`src/rtl/alu_issue_ctrl.sv`:
```
// Issue/capture controller for a combinational ALU: accepts one op per valid/ready
// handshake, holds operands on the ALU for SETTLE_CYCLES, then captures Z/HI/LO.
module alu_issue_ctrl #(
  parameter int unsigned SETTLE_CYCLES = 2,
  parameter logic [4:0]  OP_MUL        = 5'b01110,
  parameter logic [4:0]  OP_DIV        = 5'b01111
) (
  input  logic        clk,
  input  logic        rst_n,
  input  logic        flush,
  input  logic        req_valid,
  output logic        req_ready,
  input  logic [31:0] req_a,
  input  logic [31:0] req_b,
  input  logic [4:0]  req_op,
  output logic [31:0] alu_a,
  output logic [31:0] alu_b,
  output logic [4:0]  alu_op,
  input  logic [31:0] alu_hi,
  input  logic [31:0] alu_lo,
  output logic [31:0] z_out,
  output logic [31:0] hi_out,
  output logic [31:0] lo_out,
  output logic        done,
  output logic        busy,
  output logic [15:0] op_count
);

  typedef enum logic {IDLE, HOLD} state_t;

  localparam logic [3:0] SETTLE_LOAD = 4'(SETTLE_CYCLES - 1);

  state_t     state;
  logic [3:0] settle_cnt;

  assign req_ready = (state == IDLE);

  // NOTE: all state uses non-blocking assignments so every register samples
  // pre-edge values; done defaults low each cycle to make it a single pulse.
  always_ff @(posedge clk or negedge rst_n) begin
    if (!rst_n) begin
      state      <= IDLE;
      settle_cnt <= '0;
      alu_a      <= '0;
      alu_b      <= '0;
      alu_op     <= '0;
      z_out      <= '0;
      hi_out     <= '0;
      lo_out     <= '0;
      done       <= 1'b0;
      busy       <= 1'b0;
      op_count   <= '0;
    end else begin
      done <= 1'b0;
      unique case (state)
        IDLE: begin
          if (req_valid && !flush) begin
            alu_a      <= req_a;
            alu_b      <= req_b;
            alu_op     <= req_op;
            settle_cnt <= SETTLE_LOAD;
            busy       <= 1'b1;
            state      <= HOLD;
          end
        end
        HOLD: begin
          // Abort beats capture; operands stay on the ALU for inspection.
          if (flush) begin
            settle_cnt <= '0;
            busy       <= 1'b0;
            state      <= IDLE;
          end else if (settle_cnt != 4'd0) begin
            settle_cnt <= settle_cnt - 4'd1;
          end else begin
            z_out <= alu_lo;
            if (alu_op == OP_MUL || alu_op == OP_DIV) begin
              hi_out <= alu_hi;
              lo_out <= alu_lo;
            end
            op_count <= op_count + 16'd1;
            done     <= 1'b1;
            busy     <= 1'b0;
            state    <= IDLE;
          end
        end
        default: state <= IDLE;
      endcase
    end
  end

endmodule

```
`config.mk`:
```
export PLATFORM = sky130hd
export DESIGN_NAME = alu_issue_ctrl
export DESIGN_NICKNAME = d
export VERILOG_FILES = /design/src/rtl/alu_issue_ctrl.sv
export SDC_FILE = /design/constraint.sdc
export NUM_CORES = 1
export LEC_CHECK = 0
export ABC_AREA = 1
export BUFFER_PORTS_ARGS = -buffer_cell sky130_fd_sc_hd__buf_4
export CAP_MARGIN = 20
export CORE_MARGIN = 1.5
export CORE_UTILIZATION = 46
export DETAILED_ROUTE_END_ITERATION = 12
export PLACE_DENSITY = 0.79
export SLEW_MARGIN = 5
export SYNTH_ARGS = -nofsm -noshare
export SYNTH_HDL_FRONTEND = slang
export SYNTH_SLANG_ARGS = --single-unit
export TNS_END_PERCENT = 5
```
`constraint.sdc`:
```
create_clock -name clk -period 1.7 [get_ports clk]
set_input_delay 0.17 -clock clk [delete_from_list [all_inputs] [get_ports clk]]
set_output_delay 0.17 -clock clk [all_outputs]
set_load 0.02 [all_outputs]
```
# Word-level counts from Yosys, hierarchy flattened
# Cells that the tools add are included.
# word_totals
regBits,188
latch_bits,0
mem_bits_rw,0
mem_bits_ro,0
output_inout_bits,184
word_cells,45
mem_count,0
# classes
add_sub_neg,2
multipliers,0
div,0
magnitude_cmp,0
eq_ne,5
n_shift,0
muxes,15
bitwise,3
reduce_logical,9
# ops
operator,count
16-bit by 1-bit adder with 16-bit output (second input constant),1
4-bit two-way mux,3
5-bit by 4-bit == test with 1-bit output (second input constant),2
1-bit two-way mux,9
4-bit case mux with 2 select lines,1
2-bit AND reduction,3
1-bit case mux with 2 select lines,2
4-bit AND reduction,1
4-bit nonzero test,1
4-bit by 1-bit subtractor with 4-bit output (second input constant),1
3-bit by 2-bit != test with 1-bit output (second input constant),1
3-bit != test (second input constant),1
1-bit NOT,3
3-bit AND reduction,1
2-bit by 1-bit != test with 1-bit output (second input constant),1
1-bit logical AND,1
1-bit zero test,1
1-bit logical OR,1

# Logic depth before layout (Yosys ltp)
# depth
word_depth,4
ltp_mapped,9

# Least setup slack after synthesis
# OpenSTA, ideal clock, no wires.
# synth_timing
path_kind,reg2reg
startpoint,register settle_cnt[0]
endpoint,register hi_out[10]
setup_ns,0.117
t_arrival_ns,1.388
t_required_ns,1.583
slack_ns,0.195
stages_incl_launch_ff,10
n_path_buf,2
period_less_slack_ns,1.505
path_cell_list,dfrtp_1 -> inv_1 -> ha_1 -> nand2_1 -> nor2_4 -> nand2_2 -> buf_6 -> buf_2 -> nand2_1 -> nand2_1
# synth_between
elab_chain_len,3
# synth_rtl
item,line,source
"start, declared",34,logic [3:0] settle_cnt;
"start signal, assigned",73,settle_cnt <= settle_cnt - 4'd1;
4-bit nonzero test,72,end else if (settle_cnt != 4'd0) begin
1-bit NOT (no line),n/a,
4-bit AND reduction (no line),n/a,
"end signal, assigned",77,hi_out <= alu_hi;
"end, declared",22,"output logic [31:0] hi_out,"
# Every way passes these cells.
# A chain may end at the register's enable or synchronous reset.

# Final worst setup path
# layout_timing
startpoint,register settle_cnt[0]
endpoint,register op_count[11]
# layout_between
elab_chain_len,3
# layout_rtl
item,line,source
4-bit nonzero test,72,
1-bit NOT (no line),n/a,
3-bit AND reduction (no line),n/a,
"end signal, assigned",80,op_count <= op_count + 16'd1;
"end, declared",26,output logic [15:0] op_count
# Every way passes these cells.

==> qor.yml <==
clocking:
  cts_buffer_depth: 2
  cts_tree: "yes"
  clock-root-buffer: "clkbuf_16"
  numCtsBuffers: 17
  cts_htree_levels: 4
  cts_setup_buffers: 0
  numClockSinks: 188
  clk_latency_ns: 0.43
  clkSlewWorstSetupHoldPaths_ns: 0.07
sta:
  fmax_mhz: 619
  relSlewSlack_pct: 66.0
  finalCriticalPeriod_ns: 1.61
  setup_viol: 0
  hold_viol: 0
  drv_slew: 0
  skew_ns: 0.0110
  worstMarginPinSlew_ns: 0.509
  rsz0062_at_grt: "true"
  finalWorstSetupSlack_ns: 0.0852
  finalCritPeriodShare_pct: 95.0
placement:
  dp_hpwl_mm: 14.7
  place_ws_ns: 0.0173
  io_buffer_count: 320
  gp_congestion: 0.841
synthesis:
  syn_nets: 970
  yosys.cell_count.top_type: "nand2_1"
  synth_enable_flop_cells: 0
  synthArstFlopShare_pct: 100
  netlist.area_leader.share_pct: 63.4
  ys_seq_area_share_pct: 63.4
  synth-seq-cells: 188
  synthFlopType: "dfrtp_1"
  synth_area_um2: 7420
  yosysTopAreaCell: "dfrtp_1"
  yosys-top-cells-count: "nand2_1 (387), dfrtp_1 (188), o21ai_0 (60)"
  yosys-top-cells-area: "dfrtp_1 (63%), nand2_1 (20%), o21ai_0 (4.0%)"
  yosys_warnings: 0
  netlist-cell-type-count: 24
  synthCells: 830
  syn_area_per_cell_um2: 8.93
critical_path:
  required_ns: 2.01
  path_class: "flop to flop"
  timing.rr.start: "settle_cnt[0]"
  arrival_ns: 1.93
  crit_start: "settle_cnt[0]"
  crit_path_frequent_cell: "nand2_1"
  critPathMaxStageDelay_ns: 0.39
  end_kind: "flop"
  r2r_setup_slack_ns: 0.09
  crit_cells: 7
  critPathTopFamily: "simple AND/OR/NAND/NOR gates"
  worstPathMaxFanout: 11
  path_buf_inv: 1
  start_kind: "flop"
  path_cells: "inv_1, ha_2, nand3_2, nor2_2, nand2_1, nand2_1, nand2_1"
  r2r_cells: 7
  slowest_stage: "dfrtp_1"
global_routing:
  grt_max_degree: 70
  grt.total_usage_pct: 28.6
  grt_antenna_before_repair: 0
  grt_overflow: 0
  grt_pass1_vias: 7399
  grt_pass1_wl_mm: 36.9
drt:
  num_vias: 7295
  route.detailed.drc: 0
  routed_wirelength_mm: 23.5
  drt_iter0_markers: 504
  ant_nets: 0
  vias_per_cell: 4.92
  wl_per_cell_um: 15.8
  first_pass_iters: 5
finish:
  areaGrowthSynthToFinish_pct: 58.9
  post_route_cells_drive_above_1_share_pct: 30.6
  nFillCells: 1052
  multi_input_area_um2: 2330
  seq_area_um2: 4700
  diodes: 0
  fin_nets: 1395
run_status:
  status: "completed"
power_and_ir_drop:
  p_int_w: 0.00987
  combPwrFrac_pct: 35.0
  leakage_nw: 6.46
  netSwitchingPower_w: 0.00574
  irDropWorstVdd_mv: 0.750
  p_sw_share_pct: 36.7
  sequentialPowerShare_pct: 40.5
  power-per-cell-area_nw_per_um2: 1320
  power_w: 0.0156
  power_frac_clock_pct: 24.5
job:
  cap_violations: 0
hold_path:
  holdCritStartpoint: "alu_lo[28]"
  hold_class: "primary input to flop"
  hold_depth: 3
floorplanning:
  boundaryPins: 321
  rows: 46
  die-height_um: 130
  die_x_um: 130
  start_util_pct: 46.9
  core-area_um2: 15800
  die_area_um2: 16900
worst reg2reg max path: stages (launching register included):
cell and delay [ns]:
dfrtp_1 0.39, inv_1 0.11, ha_2 0.21, nand3_2 0.29
nor2_2 0.29, nand2_1 0.09, nand2_1 0.07, nand2_1 0.06
path summary, 6_finish.rpt:
| kind | to |
|---|---|
| hold reg to reg | alu_b[16] |
| max in group asynchronous | lo_out[0] |
| min in group asynchronous | alu_a[0] |
| setup / recovery | op_count[11] |
| setup reg to reg | op_count[11] |
| hold / removal | lo_out[28] |
what timing repair did:
item	in CTS	in global routing
hold endpoints to repair	153	0
endpoints found under the setup margin	0	53
resized for setup	0	6
hold buffers	104	0
sequential cells by signal, summed over array words and instances (netlist names):
signal and cells:
lo_out 32, alu_b 32, busy 1, alu_op 5, alu_a 32, z_out 32
done 1, op_count 16, hi_out 32, state 1, settle_cnt 4
cell usage in the layout, fill, tap and decap left out, types with 2 or more instances in the layout:
master	n
o21ai_1	11
nor2_4	2
a21oi_1	3
nor2_1	13
clkbuf_16	17
inv_6	6
xor2_1	3
nor2_2	4
nand2_1	387
clkinv_4	2
nand4_1	11
buf_12	7
dfrtp_1	188
buf_4	331
inv_1	55
nand3b_1	3
dlygate4sd3_1	104
inv_2	3
nand3_1	38
ha_1	2
or2_2	3
clkinvlp_4	2
o21ai_0	59
clkbuf_8	2
inv_8	2
power groups by stage:
stage                     logic [W]  clock network (W)  registers [W]
after floorplan             0.00124                  0        0.00761
after global placement      0.00508                  0        0.00630
after detailed placement    0.00520                  0        0.00632
after CTS                   0.00539            0.00388        0.00628
after global routing        0.00589            0.00408        0.00645
final                       0.00547            0.00382        0.00633
per-layer routing:
layer  share of wire [%]  global-route usage (%)
met5                   0                       0
met4                 3.7                    12.7
met3                 7.0                    8.32
met2                  52                    50.4
met1                  38                    32.2
final cells by class:
cell class,count,share of cell area (%)
Inverter,58,1.85
Clock buffer,18,3.73
Tap cell,216,2.29
Multi-Input combinational cell,546,19.8
Timing Repair Buffer,444,31.3
Clock inverter,14,1.09
Sequential cell,188,39.9
stage by stage:
stage / hold slack, ns / TNS, ns / instances / util (%) / area, um2
6_report: 0.0199 / 0 / 1484 / 74.5 / 11800
5_1_grt: 0.0111 / -0.440 / 1484 / 74.5 / 11800
4_1_cts: 0.00339 / 0 / 1484 / 74.4 / 11800
3_5_place_dp: 0.185 / 0 / 1348 / 64.2 / 10200
3_3_place_gp: 0.187 / 0 / 1348 / 64.2 / 10200
2_1_floorplan: -0.126 / 0 / 830 / - / 7420
cells by family after synthesis:
family,synth area share [%]
simple gates,25.3
flops,63.4
buf+inv,5.26
compound gates,5.01
xor+xnor,0.473
fa+ha+maj,0.506
Note: power is estimated with default switching activity, not from simulation.
